===== src/rtl/axis_pkt_pkg.sv =====
// Shared types and helpers for the AXI-Stream packetizer.
package axis_pkt_pkg;

  typedef enum logic [1:0] {
    StIdle  = 2'd0,
    StSend  = 2'd1,
    StFlush = 2'd2
  } pkt_state_e;

  // Ceiling log2; returns 0 for values <= 1.
  function automatic int unsigned clogb2(input int unsigned value);
    int unsigned res;
    res = 0;
    while ((64'd1 << res) < 64'(value)) begin
      res = res + 1;
    end
    return res;
  endfunction

endpackage


===== src/rtl/axis_sync_fifo.sv =====
// First-word-fall-through synchronous FIFO with occupancy count.
module axis_sync_fifo
  import axis_pkt_pkg::*;
#(
  parameter int unsigned Width = 32,
  parameter int unsigned Depth = 16
) (
  input  logic                      clk_i,
  input  logic                      rst_i,
  input  logic [Width-1:0]          wdata_i,
  input  logic                      push_i,
  input  logic                      pop_i,
  output logic [Width-1:0]          rdata_o,
  output logic [clogb2(Depth):0]    count_o
);

  localparam int unsigned AddrW = clogb2(Depth);
  localparam int unsigned CntW  = AddrW + 1;

  logic [Width-1:0] mem_q [Depth];
  logic [AddrW-1:0] wr_ptr_q, wr_ptr_d;
  logic [AddrW-1:0] rd_ptr_q, rd_ptr_d;
  logic [CntW-1:0]  count_q, count_d;

  // Pointers wrap naturally because Depth is a power of two.
  always_comb begin
    wr_ptr_d = wr_ptr_q;
    rd_ptr_d = rd_ptr_q;
    count_d  = count_q;
    if (push_i) begin
      wr_ptr_d = wr_ptr_q + AddrW'(1);
    end
    if (pop_i) begin
      rd_ptr_d = rd_ptr_q + AddrW'(1);
    end
    if (push_i && !pop_i) begin
      count_d = count_q + CntW'(1);
    end else if (pop_i && !push_i) begin
      count_d = count_q - CntW'(1);
    end
  end

  always_ff @(posedge clk_i or posedge rst_i) begin
    if (rst_i) begin
      wr_ptr_q <= '0;
      rd_ptr_q <= '0;
      count_q  <= '0;
    end else begin
      wr_ptr_q <= wr_ptr_d;
      rd_ptr_q <= rd_ptr_d;
      count_q  <= count_d;
    end
  end

  // Storage is deliberately left out of reset.
  always_ff @(posedge clk_i) begin
    if (push_i) begin
      mem_q[wr_ptr_q] <= wdata_i;
    end
  end

  assign rdata_o = mem_q[rd_ptr_q];
  assign count_o = count_q;

endmodule


===== src/rtl/axis_packetizer.sv =====
// Frames an unframed AXI-Stream into fixed-length packets, flushing a partial
// packet with an early TLAST after an input-idle timeout.
module axis_packetizer
  import axis_pkt_pkg::*;
#(
  parameter int unsigned C_AXIS_TDATA_WIDTH = 32,
  parameter int unsigned C_PKT_LEN          = 8,
  parameter int unsigned C_FIFO_DEPTH       = 16,
  parameter int unsigned C_FLUSH_TIMEOUT    = 64
) (
  input  logic                              AXIS_ACLK,
  input  logic                              AXIS_ARESET,
  input  logic [C_AXIS_TDATA_WIDTH-1:0]     S_AXIS_TDATA,
  input  logic                              S_AXIS_TVALID,
  output logic                              S_AXIS_TREADY,
  output logic [C_AXIS_TDATA_WIDTH-1:0]     M_AXIS_TDATA,
  output logic [C_AXIS_TDATA_WIDTH/8-1:0]   M_AXIS_TSTRB,
  output logic                              M_AXIS_TVALID,
  output logic                              M_AXIS_TLAST,
  input  logic                              M_AXIS_TREADY,
  output logic [clogb2(C_FIFO_DEPTH):0]     fifo_count,
  output logic [15:0]                       pkt_count
);

  localparam int unsigned CntW    = clogb2(C_FIFO_DEPTH) + 1;
  localparam bit          FlushEn = (C_FLUSH_TIMEOUT != 0);
  localparam int unsigned TmrW    = FlushEn ? clogb2(C_FLUSH_TIMEOUT + 1) : 1;
  localparam logic [CntW-1:0] PktLenC = CntW'(C_PKT_LEN);
  localparam logic [CntW-1:0] DepthC  = CntW'(C_FIFO_DEPTH);
  localparam logic [TmrW-1:0] TmrLast = TmrW'(FlushEn ? C_FLUSH_TIMEOUT - 1 : 0);

  pkt_state_e      state_q, state_d;
  logic [CntW-1:0] out_cnt_q, out_cnt_d;
  logic [CntW-1:0] flush_len_q, flush_len_d;
  logic [TmrW-1:0] timer_q, timer_d;
  logic [15:0]     pkt_cnt_q, pkt_cnt_d;
  logic [CntW-1:0] fifo_cnt;
  logic            push, pop, qualify, expire;

  assign S_AXIS_TREADY = !AXIS_ARESET && (state_q != StFlush) && (fifo_cnt < DepthC);
  assign M_AXIS_TVALID = (state_q != StIdle);
  assign M_AXIS_TLAST  = ((state_q == StSend) && (out_cnt_q == PktLenC - CntW'(1))) ||
                         ((state_q == StFlush) && (out_cnt_q == flush_len_q - CntW'(1)));
  assign M_AXIS_TSTRB  = '1;
  assign push = S_AXIS_TVALID && S_AXIS_TREADY;
  assign pop  = M_AXIS_TVALID && M_AXIS_TREADY;

  // Timer only runs while a partial packet sits untouched in IDLE.
  assign qualify = (state_q == StIdle) && (fifo_cnt != '0) && (fifo_cnt < PktLenC) && !push;
  assign expire  = FlushEn && qualify && (timer_q == TmrLast);

  axis_sync_fifo #(
    .Width (C_AXIS_TDATA_WIDTH),
    .Depth (C_FIFO_DEPTH)
  ) u_fifo (
    .clk_i   (AXIS_ACLK),
    .rst_i   (AXIS_ARESET),
    .wdata_i (S_AXIS_TDATA),
    .push_i  (push),
    .pop_i   (pop),
    .rdata_o (M_AXIS_TDATA),
    .count_o (fifo_cnt)
  );

  always_comb begin
    state_d     = state_q;
    out_cnt_d   = out_cnt_q;
    flush_len_d = flush_len_q;
    pkt_cnt_d   = pkt_cnt_q;
    timer_d     = '0;
    unique case (state_q)
      StIdle: begin
        if (fifo_cnt >= PktLenC) begin
          state_d = StSend;
        end else if (expire) begin
          state_d     = StFlush;
          flush_len_d = fifo_cnt;
        end else if (FlushEn && qualify) begin
          timer_d = timer_q + TmrW'(1);
        end
      end
      StSend, StFlush: begin
        if (pop) begin
          if (M_AXIS_TLAST) begin
            out_cnt_d = '0;
            pkt_cnt_d = pkt_cnt_q + 16'd1;
            state_d   = StIdle;
          end else begin
            out_cnt_d = out_cnt_q + CntW'(1);
          end
        end
      end
      default: state_d = StIdle;
    endcase
  end

  always_ff @(posedge AXIS_ACLK or posedge AXIS_ARESET) begin
    if (AXIS_ARESET) begin
      state_q     <= StIdle;
      out_cnt_q   <= '0;
      flush_len_q <= '0;
      timer_q     <= '0;
      pkt_cnt_q   <= '0;
    end else begin
      state_q     <= state_d;
      out_cnt_q   <= out_cnt_d;
      flush_len_q <= flush_len_d;
      timer_q     <= timer_d;
      pkt_cnt_q   <= pkt_cnt_d;
    end
  end

  assign fifo_count = fifo_cnt;
  assign pkt_count  = pkt_cnt_q;

endmodule

===== config.mk =====
export PLATFORM = sky130hd
export DESIGN_NAME = axis_packetizer
export DESIGN_NICKNAME = d
export VERILOG_FILES = /design/src/rtl/axis_pkt_pkg.sv /design/src/rtl/axis_sync_fifo.sv /design/src/rtl/axis_packetizer.sv
export SDC_FILE = /design/constraint.sdc
export NUM_CORES = 1
export LEC_CHECK = 0
export BUFFER_PORTS_ARGS = -buffer_cell sky130_fd_sc_hd__buf_2
export CAP_MARGIN = 30
export CORE_MARGIN = 4
export CORE_UTILIZATION = 50
export DETAILED_ROUTE_END_ITERATION = 8
export PLACE_DENSITY_LB_ADDON = 0.15
export SYNTH_ARGS = -nofsm -noshare
export SYNTH_HDL_FRONTEND = slang
export SYNTH_SLANG_ARGS = --single-unit

===== constraint.sdc =====
create_clock -name AXIS_ACLK -period 4.51 [get_ports AXIS_ACLK]
set_input_delay 0.6765 -clock AXIS_ACLK [delete_from_list [all_inputs] [get_ports AXIS_ACLK]]
set_output_delay 0.6765 -clock AXIS_ACLK [all_outputs]
set_load 0.005 [all_outputs]

---- After elaboration in Yosys (flattened, before gate mapping) ----
Memories as Yosys holds them, arrays and structs flattened.
Cells that the tools add are included.
storage, ports and cells
  register bits after elaboration ......... 48
  RAM bits ................................ 512
  input bits .............................. 36
  output and inout bits ................... 60
  logic and storage cells ................. 69
  memories ................................ 1
memory list
  memory        depth  width  rd ports  clocked after memory_dff  wr ports  RTL line              source
  u_fifo.mem_q  16     32     1         0                         1         axis_sync_fifo.sv:20  logic [Width-1:0] mem_q [Depth];
cells by class
  add/sub/neg operators ................... 8
  $lt $le $gt $ge ......................... 3
  equal/unequal tests ..................... 9
  mux-type cells .......................... 14
  bitwise gates (word level) .............. 1
  reduce and logical (&&, ||, !) cells .... 25
operator list
  operator                                                                             number
  7-bit 2-to-1 mux                                                                     4
  16-bit by 1-bit adder with 16-bit output, second input constant                      1
  5-bit 2-to-1 mux                                                                     3
  1-bit logical AND                                                                    12
  5-bit by 1-bit adder with 5-bit output, second input constant                        2
  5-bit by 1-bit subtractor with 5-bit output, second input constant                   2
  3-bit AND reduction                                                                  3
  4-bit by 1-bit adder with 4-bit output, second input constant                        2
  2-bit 2-to-1 mux                                                                     4
  7-bit by 1-bit adder with 7-bit output, second input constant                        1
  7-bit by 6-bit equality test with 1-bit output, second input constant                1
  5-bit by 3-bit equality test with 1-bit output, second input constant                1
  5-bit equality test                                                                  1
  5-bit by 4-bit greater-or-equal comparator with 1-bit output, second input constant  1
  5-bit by 4-bit less-than comparator with 1-bit output, second input constant         1
  5-bit less-than comparator, second input constant                                    1
  5-bit nonzero test                                                                   1
  2-bit inequality test, second input constant                                         2
  2-bit one-hot mux with 2 select lines                                                1
  2-bit nonzero test                                                                   2
  1-bit zero test                                                                      3
  3-bit by 2-bit inequality test with 1-bit output, second input constant              1
  2-bit by 1-bit equality test with 1-bit output, second input constant                1
  2-bit equality test, second input constant                                           1
  other kinds (7)                                                                      8

---- Longest topological paths before layout ----
Gate-level depths: netlist (run 1).
  depth after elaboration ................. 10
  gate-level depth with buffers ........... 13
  depth with buffers taken out ............ 13

---- Hierarchy ----
From an unflattened synthesis (run 1), not the netlist that was laid out.
second synthesis, totals
  cell total of the unflattened synthesis .. 1047
  area, all modules ....................... 21789.6 um^2
by module, submodules not included
  module           times used  cells an instance  area an instance (um^2)  sequential area each (um^2)
  axis_sync_fifo   1           867                19947.9                  15700.1
  axis_packetizer  1           180                1841.8                   875.8

---- Worst setup path before layout (run 1) ----
No wires, ideal clock.
  path type ............................... input to register
  from .................................... in AXIS_ARESET
  to ...................................... mem u_fifo.mem_q[3][0], enable pin
  library setup time ...................... 461 ps
  arrival time ............................ 3521 ps
  required time ........................... 4049 ps
  path slack .............................. 528 ps
  cell stages on the path ................. 5
  path buffers ............................ 0
  cell sequence ........................... nor3_1 -> nand2_1 -> clkinv_1 -> nand2_1 -> nor3_1
on the way
  longest elaborated chain between the ends .. 6
RTL lines
  item                                    RTL line               source
  start, declared                         axis_packetizer.sv:12  input logic AXIS_ARESET,
  1-bit zero test (no line)               -
  1-bit logical AND (2 in a row)          axis_packetizer.sv:40  assign S_AXIS_TREADY = !AXIS_ARESET && (state_q != StFlush) && (fifo_cnt < DepthC);
  1-bit logical AND                       axis_packetizer.sv:45  assign push = S_AXIS_TVALID && S_AXIS_TREADY;
  named net push                          axis_packetizer.sv:38  logic push, pop, qualify, expire;
  1-bit 2-to-1 mux                        axis_sync_fifo.sv:57   if (push_i) begin
  1-bit 2-to-1 mux (implied by the code)  axis_sync_fifo.sv:58   mem_q[wr_ptr_q] <= wdata_i;
  end, declared                           axis_sync_fifo.sv:20
The timed path passes the listed nets, and every way through them passes these cells.

---- Final worst setup path (run 1) ----
  from .................................... reg u_fifo.rd_ptr_q[0]
  to ...................................... out M_AXIS_TDATA[9]
on the way
  longest elaborated chain between the ends .. 1
RTL lines
  item                     RTL line               source
  start, declared          axis_sync_fifo.sv:22   logic [AddrW-1:0] rd_ptr_q, rd_ptr_d;
  start signal, assigned   axis_sync_fifo.sv:50   rd_ptr_q <= rd_ptr_d;
  memory read 16 x 32 bit  -
  end, declared            axis_packetizer.sv:16  output logic [C_AXIS_TDATA_WIDTH-1:0] M_AXIS_TDATA,
No other way between the ends.

==> results of run 1 <==
[state kept, by name (all words and copies together) (netlist names)]
name / cells
flush_len_q: 5
out_cnt_q: 5
pkt_count: 16
state_q: 2
timer_q: 7
u_fifo.count_o: 5
u_fifo.mem_q: 512
u_fifo.rd_ptr_q: 4
u_fifo.wr_ptr_q: 4
[kinds of logic (layout without fill, tap and decap cells)]
group,after synthesis,after routing,share of synthesized area [%]
simple gates,142,142,3.44
compound gates,92,92,2.62
other cells,1,5,0.0170
mux,164,164,14.7
buf+inv,77,246,1.59
fa+ha+maj,17,17,0.999
xor+xnor,36,36,1.43
flops,560,560,75.2
[cell usage after synthesis (6+ instances only)]
cell type  instances  area [sq um]
inv_1             15          56.3
nand3_1           12          60.1
buf_2             20           100
nand4_1            6          37.5
buf_4              8          60.1
a21oi_1           39           195
buf_1              8          30.0
o21ai_0           11          55.1
mux4_2           128          2880
nor3_1            14          70.1
nand2_1           29           109
a211oi_1          32           240
nor2b_1           33           206
xnor2_1           13           114
ha_1              16           200
dfrtp_1           48          1200
clkbuf_1          23          86.3
xor2_1            23           201
mux2i_1           33           330
nor2_1            26          97.6
edfxtp_1         512         15400
[per-stage QoR]
step | cell area (sq um) | worst slack (ps)
6_report | 25100 | 876
5_1_grt | 25100 | 620
4_1_cts | 25100 | 748
3_5_place_dp | 23500 | 1380
3_3_place_gp | 23400 | 1410
2_1_floorplan | 22100 | 528
[worst paths after layout]
check,from,endpoint
worst max-delay path,u_fifo.rd_ptr_q[0],M_AXIS_TDATA[9]
worst min-delay path,AXIS_ARESET,pkt_count[3]
worst max register to register,state_q[0],u_fifo.mem_q[6][12]
worst min register to register,timer_q[0],timer_q[0]
max in group asynchronous,AXIS_ARESET,u_fifo.rd_ptr_q[1]
min in group AXIS_ACLK,S_AXIS_TDATA[7],u_fifo.mem_q[1][7]
[per-layer routing]
metal	track usage, %	up-vias	wire length [microns]
li1	-	4672	-
met1	28.3	5556	20000
met2	31.3	199	22300
met3	3.14	69	1870
met4	5.01	6	863
met5	0	-	41
[layout make-up]
cell class,count,area [sq um]
repair buffers,129,841
inverters,17,63.8
well taps,585,732
flip-flops and latches,560,16600
clock buffers,74,1480
clock inverters,26,178
fillers,3239,18200
diodes,1,2.50
multi-input cells,455,5240
[power groups by stage]
| stage | clock network [uW] | logic, uW | registers, uW |
|---|---|---|---|
| floorplan | 0 | 2870 | 6100 |
| global placement | 0 | 3790 | 6410 |
| detailed placement | 0 | 3820 | 6410 |
| CTS | 4350 | 3840 | 6310 |
| global route | 4580 | 4120 | 6340 |
| finish | 4250 | 3740 | 6300 |
==> impl_results.md, run 1 <==
* Outcome: finished, final reports clean
* Critical-path top delay cell: dfrtp_4
* Fin crit period at 3630 ps
* Slew Limit Fails at 0
* Worst Path Arrival at 2960 ps
* Clk sinks at 560
* Final TNS setup at 0 ps
* First-pass GRT wire length at 69.3 mm
* Cell depth of the worst setup path at 6
* Worst-path cell chain: buf_4 > mux4_2 > nor2b_1 > a211oi_1 > a21oi_1 > buf_2
* Cell family with most CP delay: flip-flops
* Dpl cells at 1746
* Initial Util at 50.8%
* Clk_lat worst skew at 590 ps
* Pwr Total at 14300 uW
* Worst clock skew at 11.8 ps
* Sw frac at 28.6%
* Buf/Inv on CP at 2
* GRT Overall Usage at 19.4%
* Core area at 43400 sq um
* Setup violators final at 0
* Fmax at 0.275 GHz
* Area Overhead vs Synth at 14.0%
* Worst hold margin at 27.7 ps
* Reg2Reg Depth at 8
* Final ANT Viol Nets at 0
* Number of global-route vias before repair at 11001
* Initial antenna violation count at 4
* Cells after synthesis at 1089
* Routed vias at 10502
* Mean Syn Cell Area at 20.2 sq um
* Post-synth EDFFs at 512
* Final hold violations at 0
* HP Class: in2async
* Asr flop ratio synth at 8.57%
* P_sw at 4080 uW
* Most common cell after layout, fill and taps aside: edfxtp_1
* Routed WL at 45.1 mm
* Rel. slew slack at 38.5%
* CTS H-tree depth at 2
* Pin count of the biggest net entering global routing at 51
* Worst-path clk slew at 60 ps
* Count of different cell masters after synthesis at 46
* CP Data Required Time at 3830 ps
* IO buf count at 91
* Clock root buffer: clkbuf_16
* Share of post-route cells with drive strength above 1 at 28.0%
* Routability cong. at 0.737
* Cell Pwr Density at 569 nW/um^2
* Leak Pwr at 0.00843 uW
* Post-CTS sizing at 0
* Crit end category: primary output
* Startpoint Class: register
* Die height at 218 microns
* Peak VDD IR at 296 uV
* CP max FO at 25
* Part of the power in combinational logic at 26.2%
* Sequential share of power at 44.1%
* Commonest cells after routing, fill and taps aside: 512 x edfxtp_1, 128 x mux4_2, 91 x buf_2
* Mapped Area at 22000 sq um
* Via/cell ratio at 5.69
* First-pass DRT Iterations at 7
* Clk network pwr share at 29.7%
* MaxCap Viol Count at 0
* Ys flop type: edfxtp_1
* Total gr overflow at 0
* Die W at 218 microns
* Internal power at 10200 uW
* Drt first-iter violations at 895
* Post-route insts no fill at 1847
* DR DRC count at 0
* Clock Path Buffers at 3
* WL/cell at 24.4 microns
* Reg2reg setup slack at 1600 ps
* Post-layout nets at 1271
* CTS Buf Count at 55
* Final period utilization at 80.6%
* CTS tree: yes
* Post-synthesis sequential area ratio at 75.2%
* Crit Path Category: reg2out
* FP Rows at 76
* Hold Buf Count CTS at 0
* RSZ-0062 raised after global routing: false
* Post-CTS Setup Inserts at 0
* Core Util, Final at 57.9%
* Worst-Margin Slew at 921 ps
* DP HPWL at 25.2 mm
* CP peak stage delay at 770 ps
* Die area at 47500 sq um
* #FFs+latches synth at 560
* I/O pin cnt at 96
* Yosys Warn Count at 0
Power figures use the tool's default switching activity.
==> inputs of run 2 (changes only) <==
ABC_AREA = 1   (was default)
clock period = 3.3 ns   (was 4.51 ns; I/O delays follow)
==> run 2 against run 1 <==
Against the previous run: clock skew increased by 4.4 ps; die area rose by 3.4%; utilization shrank 0.74 points; area after synthesis grew 3.5%; non-clock buffer count rose by 3; via count increased by 38%; synthesized cell count increased by 69%; power rose by 48%; worst hold slack gained 240 ps; count of clock-buffer cells in the layout fell by 5; critical path type unchanged.
==> impl_results.md, run 2 <==
* DR DRC count at 0 (unchanged)
* Initial antenna violation count at 1 (was 4)
* Worst clock skew at 16.2 ps (was 11.8 ps)
* Fin crit period at 3130 ps
* I/O pin cnt at 96 (unchanged)
* Setup violators final at 0 (unchanged)
* R2R Path End: u_fifo.count_o[4] (was u_fifo.mem_q[6][12])
* Via/cell ratio at 5.66 (was 5.69)
* Fmax at 0.319 GHz
* Cells after synthesis at 1835 (was 1089)
* Rel. slew slack at 53.4% (was 38.5%)
* CTS H-tree depth at 2 (unchanged)
* HP Class: in2reg (was in2async)
* CTS Buf Count at 56 (was 55)
* Number of global-route vias before repair at 14166 (was 11001)
* Startpoint Class: register (unchanged)
* Yosys Warn Count at 0 (unchanged)
* Reg2reg start: state_q[0] (unchanged)
* IO buf count at 91 (unchanged)
* MaxCap Viol Count at 0 (unchanged)
* Post-CTS Setup Inserts at 0 (unchanged)
* Routability cong. at 0.803 (was 0.737)
* Worst-Margin Slew at 699 ps (was 921 ps)
* DP HPWL at 29.0 mm (was 25.2 mm)
* WL/cell at 21.1 microns (was 24.4 microns)
* GRT Overall Usage at 21.5% (was 19.4%)
* CTS tree: yes (unchanged)
* First-pass GRT wire length at 83.5 mm (was 69.3 mm)
* Post-synth EDFFs at 512 (unchanged)
* Die W at 222 microns (was 218 microns)
* Cell taking the most area after synthesis: edfxtp_1 (unchanged)
* Total gr overflow at 0 (unchanged)
* Most common cell in the synthesized netlist: edfxtp_1 (unchanged)
* Hold depth at 1
* Slew Limit Fails at 0 (unchanged)
* Routed vias at 14476 (was 10502)
* First-pass DRT Iterations at 5 (was 7)
* Peak VDD IR at 638 uV (was 296 uV)
* Biggest register: u_fifo.mem_q (unchanged)
* Count of different cell masters after synthesis at 32 (was 46)
* Ys flop type: edfxtp_1 (unchanged)
* Synth area leaders: edfxtp_1 67%, nor2_1 6.4%, dfrtp_1 5.3% (was edfxtp_1 70%, mux4_2 13%, dfrtp_1 5.4%)
* Cell Pwr Density at 818 nW/um^2 (was 569 nW/um^2)
* #FFs+latches synth at 560 (unchanged)
* Crit end category: primary output (unchanged)
* Final period utilization at 94.9%
* Pwr Total at 21200 uW (was 14300 uW)
* CP peak stage delay at 500 ps (was 770 ps)
* HP Start: S_AXIS_TDATA[20]
* Crit Path Category: reg2out (unchanged)
* Leak Pwr at 0.00879 uW (was 0.00843 uW)
* Routed WL at 53.9 mm (was 45.1 mm)
* Post-synthesis sequential area ratio at 72.6% (was 75.2%)
* Outcome: finished, final reports clean (unchanged)
* Post-layout nets at 1968 (was 1271)
* Core Util, Final at 57.2% (was 57.9%)
* Die height at 222 microns (was 218 microns)
* Reg2Reg Depth at 14 (was 8)
* Pin count of the biggest net entering global routing at 150 (was 51)
* Commonest cells after routing, fill and taps aside: 512 x edfxtp_1, 376 x nor2_1, 238 x o21ai_0 (was 512 x edfxtp_1, 128 x mux4_2, 91 x buf_2)
* Worst-path cell chain: buf_16 > o21ai_0 > o22ai_1 > o211ai_1 > o21ai_1 > buf_2 (was buf_4 > mux4_2 > nor2b_1 > a211oi_1 > a21oi_1 > buf_2)
* Core area at 45300 sq um (was 43400 sq um)
* Clk_lat worst skew at 610 ps (was 590 ps)
* Worst-path clk slew at 60 ps (about the same)
* Most common cell after layout, fill and taps aside: edfxtp_1 (unchanged)
* Drt first-iter violations at 1309 (was 895)
* Mapped Area at 22800 sq um (was 22000 sq um)
* Worst Path Arrival at 2640 ps (was 2960 ps)
* Mean Syn Cell Area at 12.4 sq um (was 20.2 sq um)
* Clock root buffer: clkbuf_16 (unchanged)
* Synth top area share at 67.4% (was 69.7%)
* Reg2reg setup slack at 640 ps (was 1600 ps)
* Flip-flop count of the largest register after layout at 512 (unchanged)
* CP Data Required Time at 2800 ps (was 3830 ps)
* Area Overhead vs Synth at 13.5% (was 14.0%)
* Worst hold margin at 268 ps (was 27.7 ps)
* # diodes at 0 (was 1)
* Final ANT Viol Nets at 0 (unchanged)
* Worst min-delay path endpoint: u_fifo.mem_q[14][20]
* CP Launch Point: u_fifo.rd_ptr_q[0] (unchanged)
* Initial Util at 50.4% (was 50.8%)
* Asr flop ratio synth at 8.57% (unchanged)
* Critical-path top delay cell: dfrtp_4 (unchanged)
* Post-synth top cells: 512 x edfxtp_1, 392 x nor2_1, 238 x o21ai_0 (was 512 x edfxtp_1, 128 x mux4_2, 48 x dfrtp_1)
* Clock Path Buffers at 3 (unchanged)
* CP max FO at 149 (was 25)
* Share of post-route cells with drive strength above 1 at 12.3% (was 28.0%)
* Clk sinks at 560 (unchanged)
* Die area at 49100 sq um (was 47500 sq um)
* FP Rows at 78 (was 76)
* Final hold violations at 0 (unchanged)
## run 2: how the worst max path moves through the flow
stage,slack (ps),cells past startpoint,to
after global routing,-3,8,M_AXIS_TDATA[29]
after detailed placement,660,8,u_fifo.mem_q[5][26]
final,170,6,M_AXIS_TDATA[4]
after global placement,750,8,u_fifo.mem_q[5][26]
after floorplan,220,7,u_fifo.mem_q[11][0]
after CTS,50,9,M_AXIS_TDATA[2]
## run 2: timing repair
item | 4_1_cts | 5_1_grt
hold endpoints to repair | 27 | 0
resized for setup | 0 | 5
hold buffers | 1 | 0
endpoints found under the setup margin | 0 | 6
## run 2: layout make-up
class | instances | area [sq um]
fill | 3752 | 19400
sequential | 560 | 16600
multi-input combinational | 1112 | 5560
clock buffer | 69 | 1510
timing repair buffer | 132 | 1010
tap | 600 | 751
clock inverter | 33 | 265
inverter | 53 | 215
## run 2: kinds of logic after synthesis
| family | count (synthesis) | share of synthesized area, % |
|---|---|---|
| buf+inv | 166 | 3.59 |
| xor+xnor | 19 | 0.729 |
| other cells | 1 | 0.0164 |
| flops | 560 | 72.6 |
| compound gates | 500 | 12.1 |
| simple gates | 572 | 9.94 |
| fa+ha+maj | 17 | 0.965 |
## run 2: per-stage QoR
step	cells	setup TNS [ps]	cell area, sq um	setup WS (ps)
after floorplan	1838	0	22800	220
after global placement	2456	0	24100	748
after detailed placement	2456	0	24100	659
after CTS	2559	0	25900	48.7
after global routing	2559	-3.21	25900	-3.21
final	2559	0	25900	169
## run 2: power breakdown
part | leakage [uW] | internal, uW | switching, uW
registers | 0.00521 | 8080 | 206
clock network | 0.000875 | 3550 | 2610
logic | 0.00270 | 2210 | 4540
total | 0.00879 | 13800 | 7350
## run 2: critical path, delay by kind of cell, from the launching register on
kind | cells | cell delay, ps
AO/OA/AOI/OAI | 4 | 800
buffers and inverters | 2 | 580
flip-flops | 1 | 500
## run 2: layer usage
metal	GRT usage, %	part of all wire (%)	up-vias
li1	-	-	6832
met1	31.2	45	7193
met2	34.8	47	369
met3	3.16	5.3	80
met4	5.68	2.0	2
met5	0	0.024	-
==> inputs of run 3 (changes only) <==
==> constraint.sdc (replaced) <==
create_clock -name AXIS_ACLK -period 3.3 [get_ports AXIS_ACLK]
set_input_delay 0.99 -clock AXIS_ACLK [delete_from_list [all_inputs] [get_ports AXIS_ACLK]]
set_output_delay 0.99 -clock AXIS_ACLK [all_outputs]
set_load 0.005 [all_outputs]
==> run 3 against run 2 <==
Against the previous run: the flow now finishes with violations (setup timing); utilization rose by 4.6 points; global-route usage rose by 2.3 points; combinational power rose by 51%; power rose by 17%; worst hold slack improved by 190 ps; setup slack got worse by 350 ps.
==> impl_results.md, run 3 (synthesis gave the netlist of run 2 again) <==
* CP Data Required Time at 2310 ps (was 2800 ps)
* Drt first-iter violations at 1744 (was 1309)
* Die W at 222 microns (unchanged)
* CTS Buf Count at 57 (was 56)
* Most common cell after layout, fill and taps aside: edfxtp_1 (unchanged)
* Finished layout cell area at 28000 sq um (was 25900 sq um)
* Peak VDD IR at 471 uV (was 638 uV)
* IO buf count at 91 (unchanged)
* Core Util, Final at 61.8% (was 57.2%)
* Core area at 45300 sq um (unchanged)
* GRT Overall Usage at 23.8% (was 21.5%)
* Final period utilization at 105% (was 94.9%)
* CP Launch Point: u_fifo.rd_ptr_q[0] (unchanged)
* Outcome: complete, but fails checks (was finished, final reports clean)
* Via/cell ratio at 5.84 (was 5.66)
* Routed vias at 15447 (was 14476)
* Die height at 222 microns (unchanged)
* Worst-Margin Slew at 716 ps (was 699 ps)
* Final WS setup at -177 ps (was 169 ps)
* First-pass GRT wire length at 90.8 mm (was 83.5 mm)
* RSZ-0062 raised after global routing: true
* Cell Pwr Density at 882 nW/um^2 (was 818 nW/um^2)
* Placed cell area at 24300 sq um (was 24100 sq um)
* Leak Pwr at 0.00973 uW (was 0.00879 uW)
* Reg2reg setup slack at 610 ps (was 640 ps)
* Fmax at 0.288 GHz (was 0.319 GHz)
* Slew Limit Fails at 0 (unchanged)
* Commonest cells after routing, fill and taps aside: 512 x edfxtp_1, 339 x nor2_1, 174 x o21ai_0 (was 512 x edfxtp_1, 376 x nor2_1, 238 x o21ai_0)
* Crit end category: primary output (unchanged)
* Area Overhead vs Synth at 22.7% (was 13.5%)
* WL/cell at 23.1 microns (was 21.1 microns)
* DR DRC count at 0 (unchanged)
* Area occupied by multi-input gates at 5990 sq um (was 5560 sq um)
* Final ANT Viol Nets at 0 (unchanged)
* Reg2reg start: state_q[0] (unchanged)
* Post-layout nets at 2056 (was 1968)
* Fillers at 3451 (was 3752)
* Pin count of the biggest net entering global routing at 63 (was 150)
* Number of global-route vias before repair at 15221 (was 14166)
* CTS tree: yes (unchanged)
* CTS H-tree depth at 2 (unchanged)
* Worst hold margin at 459 ps (was 268 ps)
* Flip-flop count of the largest register after layout at 512 (unchanged)
* Rel. slew slack at 52.2% (was 53.4%)
* Biggest register: u_fifo.mem_q (unchanged)
* Clock root buffer: clkbuf_16 (unchanged)
* Worst-path clk slew at 60 ps (about the same)
* R2R Path End: u_fifo.count_o[4] (unchanged)
* Clock Path Buffers at 3 (unchanged)
* Initial Util at 50.4% (unchanged)
* Dpl cells at 2478 (was 2456)
* Worst Path Arrival at 2490 ps (was 2640 ps)
* DP HPWL at 30.9 mm (was 29.0 mm)
* First-pass DRT Iterations at 5 (unchanged)
* CP max FO at 7 (was 149)
* Routability cong. at 0.821 (was 0.803)
* Initial antenna violation count at 0 (was 1)
* Pwr Total at 24700 uW (was 21200 uW)
* # diodes at 0 (unchanged)
* Final hold violations at 0 (unchanged)
* Failing checks: setup timing
* Routed WL at 61.2 mm (was 53.9 mm)
* Worst clock skew at 11.8 ps (was 16.2 ps)
* Setup violators final at 26 (was 0)
* MaxCap Viol Count at 0 (unchanged)
* Crit Path Category: reg2out (unchanged)
* Startpoint Class: register (unchanged)
* FP Rows at 78 (unchanged)
* I/O pin cnt at 96 (unchanged)
* Share of post-route cells with drive strength above 1 at 20.7% (was 12.3%)
* Clk sinks at 560 (unchanged)
* Clk_lat worst skew at 600 ps (was 610 ps)
* Reg2Reg Depth at 14 (unchanged)
* Die area at 49100 sq um (unchanged)
* HP Class: reg2reg (was in2reg)
* Reg area at 16600 sq um (about the same)
* Worst Setup EP: M_AXIS_TDATA[28] (was M_AXIS_TDATA[4])
* Post-route insts no fill at 2647 (was 2559)
* Total gr overflow at 0 (unchanged)
* Fin crit period at 3480 ps (was 3130 ps)
-- run 3: changes by cell type in the layout (fill, tap and decap cells not counted), moves of 11 or more --
cell	before	now
buf_16	1	28
o22ai_1	64	50
a21oi_2	0	11
nor2_2	1	32
o21ai_2	1	36
o21ai_0	238	174
buf_4	20	41
o21ai_1	72	97
a21oi_1	50	39
nor2_1	376	339
o22ai_2	0	14
clkbuf_16	58	70
-- run 3: routing by layer --
metal	wire, microns	GRT usage, %	share of wire (%)
met1	26000	33.2	42
met2	30000	39.0	49
met3	4010	3.72	6.5
met4	1320	7.70	2.2
met5	0	0	0
-- run 3: layout make-up --
| cell class | count | area share (%) |
|---|---|---|
| Sequential cell | 560 | 59.2 |
| Multi-Input combinational cell | 1112 | 21.4 |
| Inverter | 53 | 0.854 |
| Tap cell | 600 | 2.68 |
| Clock inverter | 32 | 0.961 |
| Timing Repair inverter | 3 | 0.147 |
| Timing Repair Buffer | 216 | 9.36 |
| Clock buffer | 71 | 5.35 |
-- run 3: metrics by stage --
stage / setup slack [ps] / setup TNS [ps]
2_1_floorplan: -132 / -41810
3_3_place_gp: 377 / 0
3_5_place_dp: 286 / 0
4_1_cts: -109 / -1710
5_1_grt: -227 / -4180
6_report: -177 / -1120
-- run 3: how the worst min path moves through the flow --
stage	start	end	slack, ps	depth (start not counted)
global route	timer_q[0]	timer_q[0]	480	1
finish	timer_q[0]	timer_q[0]	460	1
floorplan	timer_q[0]	timer_q[0]	430	1
CTS	timer_q[0]	timer_q[0]	460	1
global placement	timer_q[0]	timer_q[0]	460	1
detailed placement	timer_q[0]	timer_q[0]	450	1
-- run 3: power breakdown --
group,internal [uW],leakage (uW),switching [uW]
clock network,3580,0.000870,2590
registers,8080,0.00521,224
logic,4300,0.00364,5910
total,16000,0.00973,8730
-- run 3: what timing repair did --
action / in CTS / in global routing
gates resized for setup: 114 / 140
pin swaps: 34 / 52
setup endpoints to repair: 32 / 32
gates cloned: 23 / 14
buffers inserted: 24 / 7
hold buffers: 0 / 0
-- run 3: critical path, cell delays in order (launching register included) --
cell       delay, ps
dfrtp_4          520
buf_12           170
clkinv_8          80
bufbuf_16        270
o21ai_1           80
a21oi_1          180
a21oi_1          100
o21ai_2          300
buf_2            180
